[src/rtl/pixseq_pkg.sv]
// Shared types and constants for the pixel-array frame sequencer.
`timescale 1ns/1ps
package pixseq_pkg;

    typedef enum logic [2:0] {
        IDLE,
        ERASE_S,
        EXPOSE_S,
        CONVERT_S,
        READ1_S,
        READ2_S,
        DONE
    } state_t;

    localparam int TIMER_W            = 16;
    localparam int DEF_ERASE_CYCLES   = 5;
    localparam int DEF_CONVERT_CYCLES = 255;
    localparam int DEF_READ_CYCLES    = 2;

endpackage

[src/rtl/phase_timer.sv]
// Down-counter shared by all timed phases; a load of N makes last rise on the Nth cycle.
`timescale 1ns/1ps
module phase_timer
    import pixseq_pkg::*;
(
    input  logic               CLK,
    input  logic               RESET,
    input  logic               load,
    input  logic [TIMER_W-1:0] load_value,
    output logic               last
);

    logic [TIMER_W-1:0] count_reg;

    // The load cycle itself is the first counted cycle, hence the minus one.
    always_ff @(posedge CLK or posedge RESET) begin
        if (RESET) begin
            count_reg <= '0;
        end else if (load) begin
            count_reg <= load_value - TIMER_W'(1);
        end else if (count_reg != '0) begin
            count_reg <= count_reg - TIMER_W'(1);
        end
    end

    assign last = (count_reg == '0);

endmodule

[src/rtl/pixel_sequencer.sv]
// Frame controller for the pixel array phase strobes (erase/expose/convert/read1/read2).
// Optional frame counter output FRAME_CNT when PIXSEQ_FRAME_CNT_EN is defined.
`timescale 1ns/1ps
module pixel_sequencer
    import pixseq_pkg::*;
#(
    parameter int ERASE_CYCLES   = DEF_ERASE_CYCLES,
    parameter int CONVERT_CYCLES = DEF_CONVERT_CYCLES,
    parameter int READ_CYCLES    = DEF_READ_CYCLES
) (
    input  logic        CLK,
    input  logic        RESET,
    input  logic        START,
    input  logic        CONTINUOUS,
    input  logic        ABORT,
    input  logic [15:0] EXPOSE_LEN,
    output logic        ERASE,
    output logic        EXPOSE,
    output logic        CONVERT,
    output logic        READ1,
    output logic        READ2,
    output logic        BUSY,
    output logic        ROW_VALID,
    output logic        ROW_SEL,
    output logic        FRAME_DONE
`ifdef PIXSEQ_FRAME_CNT_EN
    ,
    output logic [15:0] FRAME_CNT
`endif
);

    localparam logic [TIMER_W-1:0] ERASE_LOAD   = TIMER_W'(ERASE_CYCLES);
    localparam logic [TIMER_W-1:0] CONVERT_LOAD = TIMER_W'(CONVERT_CYCLES);
    localparam logic [TIMER_W-1:0] READ_LOAD    = TIMER_W'(READ_CYCLES);

    state_t             state_reg, state_next;
    logic [15:0]        exp_len_reg;
    logic               timer_load;
    logic [TIMER_W-1:0] timer_value;
    logic               timer_last;
    logic               latch_len;
    logic               enter_read2;
    logic               enter_done;

    logic erase_reg, expose_reg, convert_reg, read1_reg, read2_reg;
    logic busy_reg, row_valid_reg, row_sel_reg, frame_done_reg;

    phase_timer u_timer (
        .CLK        (CLK),
        .RESET      (RESET),
        .load       (timer_load),
        .load_value (timer_value),
        .last       (timer_last)
    );

    always_ff @(posedge CLK or posedge RESET) begin
        if (RESET) begin
            state_reg <= IDLE;
        end else begin
            state_reg <= state_next;
        end
    end

    // Each transition into a timed state also loads that state's length.
    always_comb begin
        state_next  = state_reg;
        timer_load  = 1'b0;
        timer_value = '0;
        latch_len   = 1'b0;
        unique case (state_reg)
            IDLE: begin
                if (START) begin
                    state_next  = ERASE_S;
                    timer_load  = 1'b1;
                    timer_value = ERASE_LOAD;
                    latch_len   = 1'b1;
                end
            end
            ERASE_S: begin
                if (timer_last) begin
                    state_next  = EXPOSE_S;
                    timer_load  = 1'b1;
                    timer_value = exp_len_reg;
                end
            end
            EXPOSE_S: begin
                if (timer_last) begin
                    state_next  = CONVERT_S;
                    timer_load  = 1'b1;
                    timer_value = CONVERT_LOAD;
                end
            end
            CONVERT_S: begin
                if (timer_last) begin
                    state_next  = READ1_S;
                    timer_load  = 1'b1;
                    timer_value = READ_LOAD;
                end
            end
            READ1_S: begin
                if (timer_last) begin
                    state_next  = READ2_S;
                    timer_load  = 1'b1;
                    timer_value = READ_LOAD;
                end
            end
            READ2_S: begin
                if (timer_last) begin
                    state_next = DONE;
                end
            end
            DONE: begin
                if (CONTINUOUS) begin
                    state_next  = ERASE_S;
                    timer_load  = 1'b1;
                    timer_value = ERASE_LOAD;
                    latch_len   = 1'b1;
                end else begin
                    state_next = IDLE;
                end
            end
            default: state_next = IDLE;
        endcase
        if (ABORT) begin
            state_next = IDLE;
            timer_load = 1'b0;
            latch_len  = 1'b0;
        end
    end

    // A zero exposure request is stored as one so the timer never sees a zero load.
    always_ff @(posedge CLK or posedge RESET) begin
        if (RESET) begin
            exp_len_reg <= 16'd1;
        end else if (latch_len) begin
            exp_len_reg <= (EXPOSE_LEN == 16'd0) ? 16'd1 : EXPOSE_LEN;
        end
    end

    assign enter_read2 = (state_reg == READ1_S) && (state_next == READ2_S);
    assign enter_done  = (state_reg != DONE) && (state_next == DONE);

    // Outputs decode the next state so they line up exactly with the state they mark.
    always_ff @(posedge CLK or posedge RESET) begin
        if (RESET) begin
            erase_reg      <= 1'b0;
            expose_reg     <= 1'b0;
            convert_reg    <= 1'b0;
            read1_reg      <= 1'b0;
            read2_reg      <= 1'b0;
            busy_reg       <= 1'b0;
            row_valid_reg  <= 1'b0;
            row_sel_reg    <= 1'b0;
            frame_done_reg <= 1'b0;
        end else begin
            erase_reg      <= (state_next == ERASE_S);
            expose_reg     <= (state_next == EXPOSE_S);
            convert_reg    <= (state_next == CONVERT_S);
            read1_reg      <= (state_next == READ1_S);
            read2_reg      <= (state_next == READ2_S);
            busy_reg       <= (state_next != IDLE);
            row_valid_reg  <= enter_read2 || enter_done;
            frame_done_reg <= enter_done;
            if (enter_read2) begin
                row_sel_reg <= 1'b0;
            end else if (enter_done) begin
                row_sel_reg <= 1'b1;
            end
        end
    end

    assign ERASE      = erase_reg;
    assign EXPOSE     = expose_reg;
    assign CONVERT    = convert_reg;
    assign READ1      = read1_reg;
    assign READ2      = read2_reg;
    assign BUSY       = busy_reg;
    assign ROW_VALID  = row_valid_reg;
    assign ROW_SEL    = row_sel_reg;
    assign FRAME_DONE = frame_done_reg;

`ifdef PIXSEQ_FRAME_CNT_EN
    logic [15:0] frame_cnt_reg;

    always_ff @(posedge CLK or posedge RESET) begin
        if (RESET) begin
            frame_cnt_reg <= 16'd0;
        end else if (enter_done) begin
            frame_cnt_reg <= frame_cnt_reg + 16'd1;
        end
    end

    assign FRAME_CNT = frame_cnt_reg;
`endif

endmodule

[config.mk]
export PLATFORM = sky130hd
export DESIGN_NAME = pixel_sequencer
export DESIGN_NICKNAME = d
export VERILOG_FILES = /design/src/rtl/pixseq_pkg.sv /design/src/rtl/phase_timer.sv /design/src/rtl/pixel_sequencer.sv
export SDC_FILE = /design/constraint.sdc
export NUM_CORES = 1
export LEC_CHECK = 0
export CAP_MARGIN = 25
export CORE_MARGIN = 2
export CORE_UTILIZATION = 30
export CTS_CLUSTER_DIAMETER = 100
export CTS_CLUSTER_SIZE = 8
export DETAILED_ROUTE_END_ITERATION = 16
export HOLD_SLACK_MARGIN = 0.02
export SYNTH_ARGS = -nofsm -noshare
export SYNTH_HDL_FRONTEND = slang
export SYNTH_SLANG_ARGS = --single-unit
export TNS_END_PERCENT = 50
[constraint.sdc]
create_clock -name CLK -period 4.59 [get_ports CLK]
set_input_delay 1.377 -clock CLK [delete_from_list [all_inputs] [get_ports CLK]]
set_output_delay 1.377 -clock CLK [all_outputs]
set_load 0.005 [all_outputs]
Word-level counts from Yosys, hierarchy flattened
Index checks and enable logic that the tools add are counted.
- memories kept: 0
- bits in latches: 0
- register bits after elaboration: 44
- input bits: 21
- ROM bits: 0
- word-level logic and storage cells: 66
- bits in writable memories: 0
- divide/modulo/power cells: 0
- add/subtract/negate cells: 2
- bitwise operators: 0
- shifts and indexed selects: 0
- mux-type cells: 27
- reduce and logical (&&, ||, !) cells: 12
- eq/ne operators: 13
- magnitude comparators: 0
- multipliers: 0
- operator list (cell ; count):
    $pmux 16 s5 ; 1
    $mux 16 ; 4
    $logic_not 16->1 ; 2
    $sub 16x1->16 const B ; 2
    $mux 3 ; 9
    $pmux 3 s7 ; 1
    $eq 3x3->1 const B ; 6
    $reduce_bool 16->1 ; 1
    $eq 3x2->1 const B ; 4
    $mux 1 ; 8
    $mux 8 ; 1
    $eq 3x1->1 const B ; 2
    $reduce_bool 2->1 ; 2
    $reduce_or 4->1 ; 1
    $logic_not 3->1 ; 1
    $ne 3x3->1 const B ; 1
    $pmux 1 s3 ; 1
    $reduce_bool 3->1 ; 1
    $logic_and 1x1->1 ; 2
    $mux 2 ; 1
    $pmux 1 s2 ; 1
    $reduce_or 2->1 ; 1
    $logic_or 1x1->1 ; 1

Depth between registers and ports, before layout
Gate-level depths: netlist of run 1.
- depth after elaboration: 8
- gate-level depth with buffers: 17

Modules after synthesis
Synthesis of run 1 repeated with hierarchy kept, for this count alone.
- cell total of the unflattened synthesis: 270
- area total of the unflattened synthesis: 2720.1 sq um
- modules (own cells, without submodules) (module ; area each (sq um) ; cells an instance ; seq. area each (sq um) ; times used):
    pixel_sequencer ; 1450.1 ; 134 ; 701.9 ; 1
    phase_timer ; 1270.0 ; 136 ; 400.4 ; 1

Worst setup path before layout of run 1
OpenSTA, ideal clock, no wires.
- kind: input-to-reg
- start: input CONTINUOUS
- end: register u_timer.count_reg[14]
- library setup time: 78 ps
- path buffers: 5
- arrival: 4107 ps
- slack: 404 ps
- stages on the path: 15
- data required time: 4512 ps
- path through: and4b_1 > o21a_1 > buf_6 > a21oi_1 > buf_2 > buf_6 > buf_6 > nor2_1 > a21oi_1 > ha_1 > nand2_1 > or4_1 > buf_6 > or4_1 > a21oi_1
- word-level cells in the longest chain between the ends: 4
- elaborated cells on any way between the ends: 8
- those cells by class: 1 x add/sub; 6 x mux; 1 x reduce/logical
- RTL lines (element ; RTL line ; source):
    from (decl) ; pixel_sequencer.sv:14 ; input logic CONTINUOUS,
    $mux 3 or $mux 1 (tied branches) ; pixel_sequencer.sv:113 ; if (CONTINUOUS) begin
    $pmux 16 s5 or $pmux 1 s3 (tied branches) ; pixel_sequencer.sv:70 ; unique case (state_reg)
    $sub 16x1->16 or $mux 1 (tied branches) ; phase_timer.sv:20, pixel_sequencer.sv:124 ;
    $mux 16 or $reduce_bool 2->1 (tied branches) ; n/a ;
    to (signal assigned) ; phase_timer.sv:20 ; count_reg <= load_value - TIMER_W'(1);
    to (signal assigned) ; phase_timer.sv:22 ; count_reg <= count_reg - TIMER_W'(1);
    to (decl) ; phase_timer.sv:13 ; logic [TIMER_W-1:0] count_reg;
Parallel ways exist; a longest one is shown, timed or not.
A chain may end at the register's enable or synchronous reset.

Worst setup path in the final report of run 1
Ends and elaborated chain as after synthesis.

==> results.toml, run 1 <==
[sta]
fin_crit_ns = 4.05
fin_crit_sh_pct = 88.2
tns_ns = 0
rsz0062_at_grt = "false"
setup_viol = 0
fin_ws_ns = 0.542
hold_viol = 0
skew_ns = 0.0113
max_freq_ghz = 0.247
relSlewSlack_pct = 40.9
worst_slew_pin_slew_ns = 0.878
finalMaxSlewViolations = 0

[clock_network]
clkSlewWorstSetupHoldPaths_ns = 0.09
cts_max_level = 2
clk_latency_ns = 0.31
clkSinkCount = 44
root_buffer = "clkbuf_8"
cts_made_buffers = 5
cts_tree = "yes"
postCtsSetupRepairBufs = 0
hold_buffers = 0
clk_path_buf_depth = 2
post_cts_resized = 0

[final_layout]
finalInstanceArea_um2 = 3040
final_common_cell = "dfrtp_1"
ff_latch_area_um2 = 1100
layout-drive-gt1-share_pct = 10.8
syn_to_final_growth_pct = 19.9
layout_common_cells = "dfrtp_1 (43), nand2_1 (31), clkdlybuf4s50_1 (29)"
multi_input_area_um2 = 1320
layout.nets = 326
antennaDiodeCount = 0
fillers = 819

[routing]
drt_iter0_drc = 331
routed_wl_mm = 5.99
wl_per_cell_um = 14.6
ant_nets = 0
avgViaCountPerCell = 5.33
first_pass_iters = 4
vias = 2185
drcViolationCount = 0

[setup_path]
cp_cell_sequence = "clkdlybuf4s50_1 -> and4b_1 -> or2_2 -> a21oi_1 -> nor2_1 -> a21oi_1 -> ha_1 -> nand2_1 -> or4_1 -> or4_1 -> a21oi_1"
cp_common_cell = "a21oi_1"
crit_arrival_ns = 4.28
crit-reg2reg-launch = "u_timer.count_reg[6]"
crit_fanout = 10
reg2reg_to = "u_timer.count_reg[14]"
cpPeakStageDelay_ns = 0.56
worst_r2r_path_depth = 9
end_kind = "flop"
cpMaxStageDelayCell = "or4_1"
criticalPathCategory = "input port to flop"
path_buf_inv = 1
cp.required_ns = 4.82
worst-r2r-setup-slack_ns = 0.97
start_kind = "input port"
crit_family = "simple AND/OR/NAND/NOR gates"

[power_and_ir_drop]
sw_frac_of_total_pct = 37.1
pwr_density_cell_nw_per_um2 = 461
clkPwrFrac_pct = 22.4
pwr-share-seq_pct = 40.9
ir_worst_vdd_uv = 165
power.total_mw = 1.40
p_switching_uw = 521
combPwrFrac_pct = 36.7
p_int_uw = 882
leakagePower_nw = 1.25

[synthesis]
synth_seq_cells = 44
synth_top_family_by_area = "simple AND/OR/NAND/NOR gates"
synth_edf_count = 0
synth_ff_type = "dfrtp_1"
yosys_warnings = 0
synthCells = 276
synthDistinctLibCells = 61
synth_fa_ha_area_share_pct = 0.493
netlist_area_um2 = 2540
avgSynthCellArea_um2 = 9.19
synth-compound-area-share_pct = 22.9
synthMuxAreaShare_pct = 1.23
syn_nets = 298
synth_largest_area_cell = "dfrtp_1"
ys_seq_area_share_pct = 43.4
yosysTopAreaCellShare_pct = 42.4
synthSimpleGateAreaFrac_pct = 24.8
synth_area_leaders = "dfrtp_1 (42%), a21oi_1 (5.1%), a22o_1 (4.8%)"
async_flop_share_pct = 100
synth-xor-area-share_pct = 2.42

[min_path]
whs_endpoint = "exp_len_reg[1]"
worstHoldPathCells = 2
hp-class = "flop to flop"
hold_start = "exp_len_reg[1]"

[place]
gp_congestion = 0.843
dp_hpwl_mm = 4.49
numPortBuffers = 29
dpl_cell_area_um2 = 2920
place_ws_ns = 0.261

[floorplanning]
num_rows = 33
fp.coreArea_um2 = 8220
ios = 30
initial_utilization_pct = 30.9
dieArea_um2 = 9210
dieHeight_um = 96.0
die_w_um = 96.0

[global_routing]
globalRouteOverflowTotal = 0
grt_pass1_vias = 2114
grtUsageTotal_pct = 14.1
grt_pass1_wl_mm = 10.1
antenna_found_initial = 0
grt_max_degree = 26

[flow_run]
cap_violations = 0

[outcome]
status = "finished, final reports clean"
==> metal layers <==
layer / share of wire, % / GRT usage [%] / routed length, um / vias up
met1: 48 / 19.3 / 2890 / 1061
met5: 0 / 0 / 0 / -
li1: - / - / - / 1077
met3: 2.9 / 1.64 / 175 / 10
met2: 46 / 22.8 / 2770 / 37
met4: 2.5 / 5.36 / 149 / 0
==> cell usage after synthesis (2+ instances only) <==
cell,count
dfrtp_1,43
nand2_1,31
a21oi_1,26
nor2_1,26
a22o_1,14
o21ai_0,14
nor3_1,10
clkbuf_1,8
or4_1,6
buf_6,5
inv_1,5
nand3_1,5
nor2b_1,5
xnor2_1,5
nand2b_1,4
nor4_1,4
o31ai_1,4
o21a_1,3
or3_1,3
a21o_1,2
a22oi_1,2
a31oi_1,2
and2_1,2
buf_2,2
mux2i_1,2
nand4_1,2
nor3_2,2
nor4b_1,2
o22ai_1,2
or2_2,2
or3_2,2
xor2_1,2
==> final cells by class <==
class	count	share of cell area (%)
Multi-Input combinational cell	211	43.4
Sequential cell	44	36.2
Timing Repair Buffer	37	11.5
Tap cell	105	4.32
Clock buffer	5	2.26
Clock inverter	3	1.65
Inverter	5	0.617
==> through the flow <==
stage,cells,hold WS [ns],util [%]
finish,410,0.495,37.0
global route,410,0.530,37.0
CTS,410,0.504,37.0
detailed placement,402,0.478,35.6
global placement,402,0.481,35.6
floorplan,276,0.446,-
==> power groups by stage <==
stage | sequential [mW] | combinational, mW | clock [mW]
5_1_grt | 0.588 | 0.573 | 0.335
2_1_floorplan | 0.543 | 0.414 | 0
3_5_place_dp | 0.576 | 0.512 | 0
6_report | 0.574 | 0.515 | 0.314
3_3_place_gp | 0.578 | 0.504 | 0
4_1_cts | 0.571 | 0.513 | 0.321
==> logic make-up (layout without fill, tap and decap cells) <==
kind of cell | after synthesis | in the layout
buffers and inverters | 21 | 50
and+or+nand+nor | 116 | 116
muxes | 3 | 3
DFF | 44 | 44
adders and majority gates | 1 | 1
AOI/OAI and AO/OA | 84 | 84
xor gates and xnor gates | 7 | 7
==> tightest hold or removal path: cells and delay by family (launching register included) <==
family	cells	cell delay (ns)
AND/OR/NAND/NOR	2	0.11
flip-flops	1	0.36
==> how the worst max path moves through the flow <==
stage | from | to | slack [ns] | depth (start not counted)
after CTS | START | u_timer.count_reg[14] | 0.57 | 10
final | CONTINUOUS | u_timer.count_reg[14] | 0.54 | 11
after global placement | ABORT | u_timer.count_reg[14] | 0.34 | 9
after detailed placement | CONTINUOUS | u_timer.count_reg[14] | 0.26 | 11
after global routing | START | u_timer.count_reg[8] | 0.33 | 10
after floorplan | CONTINUOUS | u_timer.count_reg[14] | 0.40 | 15
No activity file was read; power rests on OpenSTA's default activity.
==> run 2: changes to the inputs <==
--- a/config.mk
+++ b/config.mk
@@ -7,11 +7,12 @@
 export LEC_CHECK = 0
 export CAP_MARGIN = 25
 export CORE_MARGIN = 2
-export CORE_UTILIZATION = 30
+export CORE_UTILIZATION = 45
 export CTS_CLUSTER_DIAMETER = 100
 export CTS_CLUSTER_SIZE = 8
 export DETAILED_ROUTE_END_ITERATION = 16
 export HOLD_SLACK_MARGIN = 0.02
+export PLACE_DENSITY = 0.66
 export SYNTH_ARGS = -nofsm -noshare
 export SYNTH_HDL_FRONTEND = slang
 export SYNTH_SLANG_ARGS = --single-unit
==> run 2 against run 1 <==
  * Combinational power decreased by 2%
  * Highest routed layer unchanged
  * Worst setup slack improved by 0.0037 ns
  * Non-clock buffer count decreased by 2
  * First-iteration DRC count decreased by 40%
  * Die area decreased by 32%
  * Final cell count decreased by 8.8%
  * Critical path depth decreased by 2
  * Register-to-register slack improved by 0.06 ns
  * Sequential cell count unchanged
  * Core utilization increased by 18 points
  * Cell area decreased by 1.5%
==> results.toml, run 2 (same netlist as run 1, synthesis figures left out) <==
[min_path]
hp-class = "flop to flop"

[sta]
skew_ns = 0.00518
finalMaxSlewViolations = 0
worst_slew_pin_slew_ns = 0.885
max_freq_ghz = 0.247
rsz0062_at_grt = "false"
relSlewSlack_pct = 40.7
fin_crit_sh_pct = 88.1
hold_viol = 0
setup_viol = 0
fin_crit_ns = 4.04
tns_ns = 0
fin_ws_ns = 0.546

[clock_network]
root_buffer = "clkbuf_8"
post_cts_resized = 0
cts_tree = "yes"
cts_made_buffers = 5
postCtsSetupRepairBufs = 0
clkSlewWorstSetupHoldPaths_ns = 0.08
clk_latency_ns = 0.29
hold_buffers = 0
clk_path_buf_depth = 2
cts_max_level = 2
clkSinkCount = 44

[routing]
first_pass_iters = 4
drt_iter0_drc = 199
wl_per_cell_um = 15.6
ant_nets = 0
vias = 2131
avgViaCountPerCell = 5.70
routed_wl_mm = 5.84
drcViolationCount = 0

[setup_path]
worst-r2r-setup-slack_ns = 1.03
criticalPathCategory = "input port to flop"
start_kind = "input port"
cp.required_ns = 4.81
end_kind = "flop"
crit_fanout = 10
cpPeakStageDelay_ns = 0.56
crit_arrival_ns = 4.26
cpMaxStageDelayCell = "or4_1"
cp_cell_sequence = "clkdlybuf4s50_1 -> nor4b_1 -> a21oi_2 -> a21oi_1 -> ha_1 -> nand2_1 -> or4_1 -> or4_1 -> a21oi_1"

[power_and_ir_drop]
p_int_uw = 928
clkPwrFrac_pct = 24.2
ir_worst_vdd_uv = 185
p_switching_uw = 499
combPwrFrac_pct = 35.4
leakagePower_nw = 1.25
pwr-share-seq_pct = 40.4
sw_frac_of_total_pct = 35.0
pwr_density_cell_nw_per_um2 = 476

[floorplanning]
num_rows = 27
ios = 30
initial_utilization_pct = 46.4
fp.coreArea_um2 = 5470
dieHeight_um = 79.1
die_w_um = 79.1
dieArea_um2 = 6260

[outcome]
status = "finished, final reports clean"

[global_routing]
grt_max_degree = 45
grt_pass1_vias = 1975
antenna_found_initial = 0
grt_pass1_wl_mm = 10.0
globalRouteOverflowTotal = 0
grtUsageTotal_pct = 20.4

[place]
place_ws_ns = 0.215
dp_hpwl_mm = 4.30
numPortBuffers = 29
dp_cells = 367
gp_congestion = 0.851

[final_layout]
layout_common_cells = "dfrtp_1 (43), nand2_1 (31), clkdlybuf4s50_1 (29)"
antennaDiodeCount = 0
fillers = 527
layout-drive-gt1-share_pct = 9.93
layout.nets = 324
final_common_cell = "dfrtp_1"
syn_to_final_growth_pct = 18.0
fin_cells = 374

[flow_run]
cap_violations = 0
## run 2: cell count changes in the layout (fill, tap and decap cells not counted)
cell / before / now
buf_4: 8 / 6
bufinv_16: 1 / 2
inv_6: 1 / 0
inv_8: 1 / 0
## run 2: worst paths after layout
kind,start,end,cells after the start
hold / removal,exp_len_reg[1],exp_len_reg[1],2
max in group asynchronous,RESET,u_timer.count_reg[6],3
min in group asynchronous,RESET,exp_len_reg[1],3
hold reg to reg,exp_len_reg[1],exp_len_reg[1],2
setup reg to reg,u_timer.count_reg[6],u_timer.count_reg[14],9
setup / recovery,ABORT,u_timer.count_reg[14],9
## run 2: routing by layer
metal | vias up | global-route usage [%] | wire (um)
met5 | - | 0 | 0
met4 | 0 | 5.34 | 34
met3 | 2 | 2.84 | 287
met2 | 61 | 29.6 | 2590
met1 | 990 | 32.0 | 2920
li1 | 1078 | - | -
## run 2: power by group through the flow
stage / Sequential (mW) / Clock, mW / Combinational, mW
final: 0.576 / 0.346 / 0.505
after CTS: 0.574 / 0.353 / 0.504
after global placement: 0.581 / 0 / 0.497
after floorplan: 0.543 / 0 / 0.414
after global routing: 0.590 / 0.370 / 0.575
after detailed placement: 0.580 / 0 / 0.502
## run 2: critical path, delay by kind of cell
| kind | cells | cell delay, ns |
|---|---|---|
| AOI/OAI and AO/OA | 3 | 0.52 |
| adders and majority gates | 1 | 0.21 |
| buffers and inverters | 1 | 0.52 |
| and+or+nand+nor | 4 | 1.64 |
## run 2: cell type report
| cell class | instances | area, um^2 | area share (%) |
|---|---|---|---|
| Multi-Input combinational cell | 211 | 1320 | 44.1 |
| Sequential cell | 44 | 1100 | 36.8 |
| Timing Repair Buffer | 35 | 335 | 11.2 |
| Tap cell | 72 | 90.1 | 3.01 |
| Clock buffer | 5 | 68.8 | 2.30 |
| Clock inverter | 2 | 60.1 | 2.01 |
| Inverter | 5 | 18.8 | 0.627 |
## run 2: through the flow
stage | hold WS (ns) | area (um^2) | util [%] | total power, mW
after floorplan | 0.446 | 2540 | - | 0.957
after global placement | 0.481 | 2870 | 52.4 | 1.08
after detailed placement | 0.486 | 2870 | 52.4 | 1.08
after CTS | 0.509 | 3000 | 54.7 | 1.43
after global routing | 0.517 | 3000 | 54.7 | 1.53
final | 0.495 | 3000 | 54.7 | 1.43
==> run 3: changes to the inputs <==
--- a/config.mk
+++ b/config.mk
@@ -6,7 +6,6 @@
 export NUM_CORES = 1
 export LEC_CHECK = 0
 export CAP_MARGIN = 25
-export CORE_MARGIN = 2
 export CORE_UTILIZATION = 45
 export CTS_CLUSTER_DIAMETER = 100
 export CTS_CLUSTER_SIZE = 8
==> constraint.sdc (replaced) <==
create_clock -name CLK -period 4.59 [get_ports CLK]
set_input_delay 1.377 -clock CLK [delete_from_list [all_inputs] [get_ports CLK]]
set_output_delay 1.377 -clock CLK [all_outputs]
set_load 0.02 [all_outputs]
==> run 3 against run 2 <==
  * Clock power about the same
  * Non-clock buffer count grew 1
  * Global-route usage increased by 1.0 points
  * Final cell count is the same
  * Total power up 0.71%
  * First-iteration DRC count fell by 13%
  * Sequential cell count did not move
  * Hold slack gained 0.0055 ns
  * Via count increased by 1.3%
  * Core utilization rose by 2.3 points
  * Cell area rose by 0.29%
  * Count of clock-buffer cells in the layout rose by 1
  * Critical endpoint unchanged
  * Largest power group unchanged
==> results.toml, run 3 (same netlist as run 1, synthesis figures left out) <==
[clock_network]
clk_path_buf_depth = 2
cts_tree = "yes"
clk_latency_ns = 0.29
clkSinkCount = 44
cts_max_level = 2
hold_buffers = 0
postCtsSetupRepairBufs = 0
root_buffer = "clkbuf_8"
clkSlewWorstSetupHoldPaths_ns = 0.08
cts_made_buffers = 5
post_cts_resized = 0

[routing]
drcViolationCount = 0
avgViaCountPerCell = 5.77
first_pass_iters = 4
drt_iter0_drc = 173
wl_per_cell_um = 16.0
vias = 2159
routed_wl_mm = 5.99
ant_nets = 0

[setup_path]
end_kind = "flop"
criticalPathCategory = "input port to flop"
cp.required_ns = 4.81
crit_arrival_ns = 4.25
crit_fanout = 10
start_kind = "input port"

[sta]
worst_slew_pin_slew_ns = 0.894
setup_viol = 0
finalMaxSlewViolations = 0
fin_crit_ns = 4.03
fin_crit_sh_pct = 87.8
tns_ns = 0
rsz0062_at_grt = "false"
relSlewSlack_pct = 39.8
skew_ns = 0.00430
hold_viol = 0
max_freq_ghz = 0.248

[global_routing]
met2_usage_pct = 30.9
grt_pass1_vias = 2026
grt_pass1_wl_mm = 10.0
top_usage_layer = "met1"
grtUsageTotal_pct = 21.5
globalRouteMet1Util_pct = 33.5
use_met3_pct = 2.86
globalRouteOverflowTotal = 0
antenna_found_initial = 0
grt_max_degree = 26

[min_path]
hp-class = "flop to flop"

[power_and_ir_drop]
leakagePower_nw = 1.25
ir_worst_vdd_uv = 202
power.total_mw = 1.44
pwr_density_cell_nw_per_um2 = 478

[outcome]
status = "finished, final reports clean"

[floorplanning]
ios = 30
num_rows = 26
dieArea_um2 = 5940
fp.coreArea_um2 = 5270
initial_utilization_pct = 48.1
die_w_um = 77.1
dieHeight_um = 77.1

[final_layout]
syn_to_final_growth_pct = 18.4
final_common_cell = "dfrtp_1"
fillers = 503
layout_common_cells = "dfrtp_1 (43), nand2_1 (31), clkdlybuf4s50_1 (29)"
layout-drive-gt1-share_pct = 10.2
layout.nets = 325
antennaDiodeCount = 0

[place]
numPortBuffers = 29
gp_congestion = 0.875
dp_hpwl_mm = 4.42

[flow_run]
cap_violations = 0
[run 3: changes by cell type in the layout (fill, tap and decap cells not counted)]
cell      before  now
buf_4          6    7
clkbuf_1       0    1
[run 3: path summary, 6_finish.rpt]
| path | slack (ns) | from | cells after the start | end |
|---|---|---|---|---|
| max in group asynchronous | 2.43 | RESET | 3 | exp_len_reg[0] |
| min in group asynchronous | 1.41 | RESET | 2 | BUSY |
| min reg2reg | 0.50 | exp_len_reg[2] | 2 | exp_len_reg[2] |
| min | 0.50 | exp_len_reg[2] | 2 | exp_len_reg[2] |
| max reg2reg | 0.99 | u_timer.count_reg[6] | 9 | u_timer.count_reg[14] |
| max | 0.56 | ABORT | 9 | u_timer.count_reg[14] |
[run 3: layout make-up]
class,instances,area [um^2],area share (%)
clock buffers,6,72.6,2.42
clock inverters,2,60.1,2.00
inverters,5,18.8,0.625
multi-input cells,211,1320,43.9
flip-flops and latches,44,1100,36.7
well taps,70,87.6,2.92
repair buffers,36,343,11.4
[run 3: metal layers]
metal | share of wire, % | vias up
met4 | 0.95 | 0
li1 | - | 1078
met2 | 43 | 69
met3 | 5.6 | 6
met1 | 51 | 1006
met5 | 0 | -
[run 3: worst max-delay path: stages]
cell and delay (ns):
clkdlybuf4s50_1 0.52, nor4b_1 0.43, a21oi_2 0.15, a21oi_1 0.22, ha_1 0.21, nand2_1 0.07, or4_1 0.56, or4_1 0.56
a21oi_1 0.15
[run 3: power breakdown]
part           internal, mW  leakage (nW)  switching, mW
Sequential            0.481         0.569         0.0931
Combinational         0.233         0.620          0.284
Clock                 0.217        0.0654          0.129
[run 3: per-stage QoR]
| step | worst slack, ns | hold slack (ns) | cells | utilization, % | instance area, um^2 |
|---|---|---|---|---|---|
| 3_3_place_gp | 0.343 | 0.482 | 366 | 54.5 | 2870 |
| 6_report | 0.561 | 0.501 | 374 | 57.0 | 3000 |
| 3_5_place_dp | 0.278 | 0.486 | 366 | 54.5 | 2870 |
| 4_1_cts | 0.580 | 0.506 | 374 | 57.0 | 3000 |
| 5_1_grt | 0.399 | 0.526 | 374 | 57.0 | 3000 |
| 2_1_floorplan | 0.404 | 0.446 | 276 | - | 2540 |
